--- src/rtl/sprite_fetch_sched_if.sv ---
// Sprite ROM port and aligned pixel output bundle for sprite_fetch_sched.
// master: the scheduler (drives ROM address and pixel outputs, receives ROM data).
// slave:  the ROM/palette side (returns ROM data, consumes pixel outputs).
interface sprite_fetch_sched_if #(
  parameter int unsigned NUM_SPR = 4,
  parameter int unsigned ADDR_W  = 14
);
  localparam int unsigned ID_W = (NUM_SPR > 1) ? $clog2(NUM_SPR) : 1;

  logic [ADDR_W-1:0] rom_addr;
  logic [3:0]        rom_q;
  logic              pix_valid;
  logic [3:0]        pix_index;
  logic [ID_W-1:0]   pix_id;
  logic              blank_d;

  modport master (
    output rom_addr, pix_valid, pix_index, pix_id, blank_d,
    input  rom_q
  );

  modport slave (
    input  rom_addr, pix_valid, pix_index, pix_id, blank_d,
    output rom_q
  );
endinterface

--- src/rtl/sprite_fetch_sched.sv ---
// Per-pixel scheduler for the shared sprite ROM port.
// Picks the highest-priority (lowest index) enabled sprite covering DrawX/DrawY,
// issues the ROM address (rotation-frame bank + texel), and aligns the returned
// palette index with blank. Fixed latency of 3 clocks, one pixel per clock.
// Sprite inputs are shadowed on frame_start so mid-frame changes never tear.
// Optional: define SPR_COLLIDE_EN to add the per-frame collide output.
module sprite_fetch_sched #(
  parameter int unsigned NUM_SPR = 4,
  parameter int unsigned SPR_W   = 32,
  parameter int unsigned SPR_H   = 32,
  parameter int unsigned FRAME_W = 4,
  parameter int unsigned ADDR_W  = 14
) (
  input  logic                       vga_clk,
  input  logic                       reset_n,
  input  logic [9:0]                 DrawX,
  input  logic [9:0]                 DrawY,
  input  logic                       blank,
  input  logic                       frame_start,
  input  logic [NUM_SPR-1:0]         spr_en,
  input  logic [NUM_SPR*10-1:0]      spr_x,
  input  logic [NUM_SPR*10-1:0]      spr_y,
  input  logic [NUM_SPR*FRAME_W-1:0] spr_frame,
  sprite_fetch_sched_if.master       bus
`ifdef SPR_COLLIDE_EN
  ,
  output logic [NUM_SPR-1:0]         collide
`endif
);

  localparam int unsigned ID_W = (NUM_SPR > 1) ? $clog2(NUM_SPR) : 1;
  localparam int unsigned XB   = $clog2(SPR_W);
  localparam int unsigned YB   = $clog2(SPR_H);

  logic [NUM_SPR-1:0]         sh_en;
  logic [NUM_SPR*10-1:0]      sh_x;
  logic [NUM_SPR*10-1:0]      sh_y;
  logic [NUM_SPR*FRAME_W-1:0] sh_frame;

  logic [9:0]         dx_c [NUM_SPR];
  logic [9:0]         dy_c [NUM_SPR];
  logic [NUM_SPR-1:0] hit_c;
  logic               any_hit_c;
  logic [ID_W-1:0]    win_id_c;
  logic [FRAME_W-1:0] win_frame_c;
  logic [XB-1:0]      win_dx_c;
  logic [YB-1:0]      win_dy_c;
  logic               pix_valid_c;

  logic [ADDR_W-1:0]  rom_addr_q;
  logic               s1_hit, s2_hit;
  logic [ID_W-1:0]    s1_id, s2_id;
  logic               blank_dly1, blank_dly2;
  logic               pix_valid_q;
  logic [3:0]         pix_index_q;
  logic [ID_W-1:0]    pix_id_q;
  logic               blank_d_q;

  // Shadow the live sprite state once per frame
  always_ff @(posedge vga_clk or negedge reset_n) begin
    if (!reset_n) begin
      sh_en    <= '0;
      sh_x     <= '0;
      sh_y     <= '0;
      sh_frame <= '0;
    end else if (frame_start) begin
      sh_en    <= spr_en;
      sh_x     <= spr_x;
      sh_y     <= spr_y;
      sh_frame <= spr_frame;
    end
  end

  // Box test per sprite; 10-bit wrap makes off-screen/negative positions miss naturally
  always_comb begin
    hit_c = '0;
    for (int i = 0; i < int'(NUM_SPR); i++) begin
      dx_c[i]  = DrawX - sh_x[10*i +: 10];
      dy_c[i]  = DrawY - sh_y[10*i +: 10];
      hit_c[i] = sh_en[i] & (dx_c[i] < 10'(SPR_W)) & (dy_c[i] < 10'(SPR_H));
    end
  end

  // Fixed-priority winner select: lowest index wins
  always_comb begin
    any_hit_c   = 1'b0;
    win_id_c    = '0;
    win_frame_c = '0;
    win_dx_c    = '0;
    win_dy_c    = '0;
    for (int i = 0; i < int'(NUM_SPR); i++) begin
      if (hit_c[i] && !any_hit_c) begin
        any_hit_c   = 1'b1;
        win_id_c    = ID_W'(i);
        win_frame_c = sh_frame[FRAME_W*i +: FRAME_W];
        win_dx_c    = dx_c[i][XB-1:0];
        win_dy_c    = dy_c[i][YB-1:0];
      end
    end
  end

  // Stage 0 -> 1 address register (holds on miss) and stage 1 -> 2 delay line
  always_ff @(posedge vga_clk or negedge reset_n) begin
    if (!reset_n) begin
      rom_addr_q <= '0;
      s1_hit     <= 1'b0;
      s1_id      <= '0;
      s2_hit     <= 1'b0;
      s2_id      <= '0;
      blank_dly1 <= 1'b0;
      blank_dly2 <= 1'b0;
    end else begin
      if (any_hit_c) begin
        rom_addr_q <= ADDR_W'({win_frame_c, win_dy_c, win_dx_c});
      end
      s1_hit     <= any_hit_c;
      s1_id      <= win_id_c;
      s2_hit     <= s1_hit;
      s2_id      <= s1_id;
      blank_dly1 <= blank;
      blank_dly2 <= blank_dly1;
    end
  end

  // Index 0 is transparent; no fall-through to lower-priority sprites
  assign pix_valid_c = s2_hit & (bus.rom_q != 4'd0) & blank_dly2;

  // Output register aligned with delayed blank
  always_ff @(posedge vga_clk or negedge reset_n) begin
    if (!reset_n) begin
      pix_valid_q <= 1'b0;
      pix_index_q <= '0;
      pix_id_q    <= '0;
      blank_d_q   <= 1'b0;
    end else begin
      pix_valid_q <= pix_valid_c;
      pix_index_q <= pix_valid_c ? bus.rom_q : 4'd0;
      pix_id_q    <= s2_id;
      blank_d_q   <= blank_dly2;
    end
  end

  assign bus.rom_addr  = rom_addr_q;
  assign bus.pix_valid = pix_valid_q;
  assign bus.pix_index = pix_index_q;
  assign bus.pix_id    = pix_id_q;
  assign bus.blank_d   = blank_d_q;

`ifdef SPR_COLLIDE_EN
  logic [NUM_SPR-1:0] coll_c;
  logic [NUM_SPR-1:0] coll_acc;

  // A sprite collides when its box hit coincides with any other hit in active video
  always_comb begin
    coll_c = '0;
    for (int i = 0; i < int'(NUM_SPR); i++) begin
      coll_c[i] = blank & hit_c[i] & (|(hit_c & ~(NUM_SPR'(1) << i)));
    end
  end

  // Sticky per-frame accumulator, published and cleared on frame_start
  always_ff @(posedge vga_clk or negedge reset_n) begin
    if (!reset_n) begin
      coll_acc <= '0;
      collide  <= '0;
    end else if (frame_start) begin
      collide  <= coll_acc;
      coll_acc <= '0;
    end else begin
      coll_acc <= coll_acc | coll_c;
    end
  end
`endif

endmodule

--- src/flat_wrapper.sv ---
// flat-port wrapper written by rule: the top's interface ports become plain ports
module sprite_fetch_sched_flat 
#(
  parameter int unsigned NUM_SPR = 4,
  parameter int unsigned SPR_W   = 32,
  parameter int unsigned SPR_H   = 32,
  parameter int unsigned FRAME_W = 4,
  parameter int unsigned ADDR_W  = 14
)
  (vga_clk, reset_n, DrawX, DrawY, blank, frame_start, spr_en, spr_x, spr_y, spr_frame, bus_rom_addr, bus_pix_valid, bus_pix_index, bus_pix_id, bus_blank_d, bus_rom_q);
  sprite_fetch_sched_if #(.NUM_SPR(NUM_SPR), .ADDR_W(ADDR_W)) bus_i ();
  input  logic vga_clk;
  input  logic reset_n;
  input  logic [9:0] DrawX;
  input  logic [9:0] DrawY;
  input  logic blank;
  input  logic frame_start;
  input  logic [NUM_SPR-1:0] spr_en;
  input  logic [NUM_SPR*10-1:0] spr_x;
  input  logic [NUM_SPR*10-1:0] spr_y;
  input  logic [NUM_SPR*FRAME_W-1:0] spr_frame;
  output wire logic [$bits(bus_i.rom_addr)-1:0] bus_rom_addr;
  output wire logic [$bits(bus_i.pix_valid)-1:0] bus_pix_valid;
  output wire logic [$bits(bus_i.pix_index)-1:0] bus_pix_index;
  output wire logic [$bits(bus_i.pix_id)-1:0] bus_pix_id;
  output wire logic [$bits(bus_i.blank_d)-1:0] bus_blank_d;
  input wire logic [$bits(bus_i.rom_q)-1:0] bus_rom_q;
  assign bus_rom_addr = bus_i.rom_addr;
  assign bus_pix_valid = bus_i.pix_valid;
  assign bus_pix_index = bus_i.pix_index;
  assign bus_pix_id = bus_i.pix_id;
  assign bus_blank_d = bus_i.blank_d;
  assign bus_i.rom_q = bus_rom_q;
  sprite_fetch_sched #(.NUM_SPR(NUM_SPR), .SPR_W(SPR_W), .SPR_H(SPR_H), .FRAME_W(FRAME_W), .ADDR_W(ADDR_W)) u_core (.vga_clk(vga_clk), .reset_n(reset_n), .DrawX(DrawX), .DrawY(DrawY), .blank(blank), .frame_start(frame_start), .spr_en(spr_en), .spr_x(spr_x), .spr_y(spr_y), .spr_frame(spr_frame), .bus(bus_i));
endmodule
--- config.mk ---
export PLATFORM = sky130hd
export DESIGN_NAME = sprite_fetch_sched_flat
export DESIGN_NICKNAME = d
export VERILOG_FILES = /design/src/rtl/sprite_fetch_sched_if.sv /design/src/rtl/sprite_fetch_sched.sv /design/src/flat_wrapper.sv
export SDC_FILE = /design/constraint.sdc
export NUM_CORES = 1
export LEC_CHECK = 0
export CAP_MARGIN = 0
export CELL_PAD_IN_SITES_DETAIL_PLACEMENT = 1
export CELL_PAD_IN_SITES_GLOBAL_PLACEMENT = 1
export CORE_MARGIN = 4
export CORE_UTILIZATION = 37
export CTS_CLUSTER_DIAMETER = 80
export DETAILED_ROUTE_END_ITERATION = 7
export GPL_TIMING_DRIVEN = 0
export MAX_ROUTING_LAYER = met4
export PLACE_DENSITY_LB_ADDON = 0.3
export SYNTH_ARGS = -nofsm -noshare
export SYNTH_HDL_FRONTEND = slang
export SYNTH_SLANG_ARGS = --single-unit
--- constraint.sdc ---
create_clock -name vga_clk -period 2.8 [get_ports vga_clk]
set_input_delay 0.7 -clock vga_clk [delete_from_list [all_inputs] [get_ports vga_clk]]
set_output_delay 0.7 -clock vga_clk [all_outputs]
set_load 0.02 [all_outputs]
==> run summary <==
Total global-route track usage: 24.7%
Worst path slowest cell: or4_4
CTS tree: built
FMAX: 0.291 GHz
Final setup fails: 17
Post-synth top flop: dfrtp_1
# IOs: 150
Status: finished with violations
Fraction of registers with async set/reset: 100%
Max_cap viols: 0
Critical Path AT: 3.79 ns
Post-synth EDFFs: 0
Clk root buf: clkbuf_16
Layout cells sized above 1: 26.1%
Worst path max stage delay: 0.65 ns
Final slew viol count: 0
Measured slew at the worst slew-check pin: 0.973 ns
Die area: 26200 um^2
Worst Path Required: 3.15 ns
CTS clk-pin slew, worst paths: 0.07 ns
Critical path class: primary input to flip-flop
CTS Sinks: 130
Worst-path cell chain: buf_8 > inv_16 > ha_4 > inv_1 > fa_2 > a211oi_2 > or3_1 > o2111ai_2 > or4_1 > or4_4 > buf_6 > nor3_2 > o31ai_1 > o21ai_1
Core area: 23400 um^2
Synth Area in XOR/XNOR: 3.19%
Row count: 56
Largest family of logic cells by synthesized area: compound AO/OA/AOI/OAI gates
Final Wtd Congestion: 0.878
DRT Pass-1 Iters: 5
Min-Delay Path Class: primary input to asynchronous set/reset pin
Fin Clk Skew: 0.0139 ns
RSZ-0062 raised after global routing: true
Vias: 8538
Die W: 162 um
CP Launch Type: primary input
Post-synthesis mux area share: 7.09%
Ys Warns: 0
Final period util: 123%
Static leakage: 5.48 nW
H-tree Lvls: 4
Largest net degree at the start of global routing: 77
Number of diodes: 0
Syn Std Cell Area: 8750 um^2
Post-synth cell types: 76
Final cell count without fillers: 1510
Setup tns final: -8.04 ns
Max transition margin: 35.1%
CP bufs+invs: 4
Final-report hold violation count: 0
Worst-Skew Late Latency: 0.43 ns
Post-DP HPWL: 22300 um
Register area share after synthesis: 37.2%
Clock buffer depth: 2
Area growth, synth to finish: 46.6%
Placed insts: 1420
Num CTS Buffers: 17
Wirelength, routed: 34700 um
DIE HEIGHT: 162 um
Nets@finish: 1386
Synth Area in Simple Gates: 15.8%
Syn_nets: 1161
Critical path's top delay family: simple AND/OR/NAND/NOR gates
Syn Area/Cell: 9.18 um^2
Final min period: 3.44 ns
First-pass GRT wire length: 48800 um
Max FO, Critical Path: 5
Finished Cell Area: 12800 um^2
Power Density: 540 nW/um^2
WL per Instance: 23.0 um
Total grt overflow: 0
Initial Util: 37.4%
Crit. End Element: flip-flop
Vias in the first global route: 8870
Failing checks: negative setup slack
Final setup margin: -0.639 ns
DRC: 0
Tot Pwr: 6.93 mW
Yosys reg bits: 130
Average vias per placed instance: 5.65
VDD IR-drop max: 0.000384 V
Fillcell total: 2628
DRT antenna net count: 0
Compound-Gate Fraction of Synth Area: 19.1%
Post-synthesis cell count: 953
Post-synthesis adder-cell area fraction: 12.1%
Detailed router's first-iteration violation count: 537
Port bufs: 147
Placed instance area: 10900 um^2
Initial antenna violation count: 0
==> report_power, final <==
group,internal [mW],switching [mW]
combinational,1.16,1.31
sequential,2.07,0.119
clock,1.36,0.910
==> flip-flops by register name (all words and copies together) (netlist names) <==
name,flops
u_core.sh_x,40
u_core.sh_y,40
u_core.sh_frame,16
u_core.bus.rom_addr,14
u_core.bus.pix_index,4
u_core.sh_en,4
u_core.bus.pix_id,2
u_core.s1_id,2
u_core.s2_id,2
u_core.blank_dly1,1
u_core.blank_dly2,1
u_core.bus.blank_d,1
u_core.bus.pix_valid,1
u_core.s1_hit,1
u_core.s2_hit,1
==> metrics by stage <==
step / worst slack [ns] / hold WS [ns] / util [%]
floorplan: -0.466 / 0.331 / -
global placement: -4.37 / 0.332 / 46.4
detailed placement: -1.90 / 0.350 / 46.5
CTS: -0.397 / 0.329 / 52.5
global route: -0.656 / 0.359 / 54.8
finish: -0.639 / 0.298 / 54.8
==> final cells by class <==
cell class	instances	area (um^2)	area share [%]
buffer	25	150	1.17
clock buffer	20	457	3.56
clock inverter	12	133	1.03
inverter	95	380	2.96
multi-input combinational	699	6030	47.0
sequential	130	3250	25.4
tap	319	399	3.11
timing repair buffer	210	2020	15.8
==> placed cells by master, fill, tap and decap left out, drive strengths merged, types with 7 or more instances in the layout <==
cell type      count
o21a              17
a21oi             41
inv               96
and3              13
nor3              20
nand3             13
nand2             90
dfrtp            130
clkdlybuf4s50    127
xor2              17
nor2              44
xnor2             14
o31a               7
nand2b            16
buf               89
ha                72
nor2b             14
clkbuf            38
a21o              16
mux2i             20
or3                7
nor4              10
fa                 8
o31ai              7
mux2              37
a31oi              9
o21ai            111
==> path summary, 6_finish.rpt <==
kind | start | endpoint | slack [ns] | cells past startpoint
max | DrawX[0] | u_core.bus.rom_addr[7] | -0.64 | 14
min | reset_n | u_core.sh_y[5] | 0.30 | 1
max reg2reg | u_core.sh_x[20] | u_core.bus.rom_addr[7] | -0.60 | 12
min reg2reg | u_core.blank_dly1 | u_core.blank_dly2 | 0.37 | 0
max in group asynchronous | reset_n | u_core.sh_x[10] | 1.74 | 2
min in group vga_clk | u_core.blank_dly1 | u_core.blank_dly2 | 0.37 | 0
==> routing by layer <==
layer | wire length, um | up-vias | GRT usage, % | part of all wire (%)
met4 | 1470 | 0 | 9.03 | 4.2
li1 | - | 3832 | - | -
met3 | 1900 | 93 | 4.01 | 5.5
met5 | 0 | - | - | 0
met2 | 17200 | 330 | 41.6 | 49
met1 | 14200 | 4283 | 30.0 | 41
==> timing repair <==
item / CTS / global route
buffers inserted: 35 / 23
setup endpoints to repair: 17 / 17
pin swaps: 43 / 36
gates cloned: 3 / 1
hold buffers: 0 / 0
gates resized for setup: 192 / 91
==> cell usage after synthesis, types with 16 or more instances <==
| library cell | instances | share of area, % |
|---|---|---|
| o21a_1 | 17 | 1.5 |
| mux2i_1 | 20 | 2.3 |
| dfrtp_1 | 130 | 37 |
| mux2_2 | 36 | 4.6 |
| o21ai_0 | 98 | 5.6 |
| nand2_1 | 90 | 3.9 |
| nor3_1 | 20 | 1.1 |
| inv_1 | 95 | 4.1 |
| nor2_1 | 44 | 1.9 |
| a21oi_1 | 41 | 2.3 |
| nand2b_1 | 16 | 1.1 |
| xor2_1 | 16 | 1.6 |
| clkbuf_1 | 19 | 0.82 |
| ha_1 | 72 | 10 |
| a21o_1 | 16 | 1.4 |
==> logic make-up (layout without fill, tap and decap cells) <==
group,count (synthesis),in the layout
simple gates,269,269
compound gates,262,262
mux,57,57
flops,130,130
buf+inv,124,362
fa+ha+maj,80,80
xor+xnor,31,31
Power figures use the tool's default switching activity.
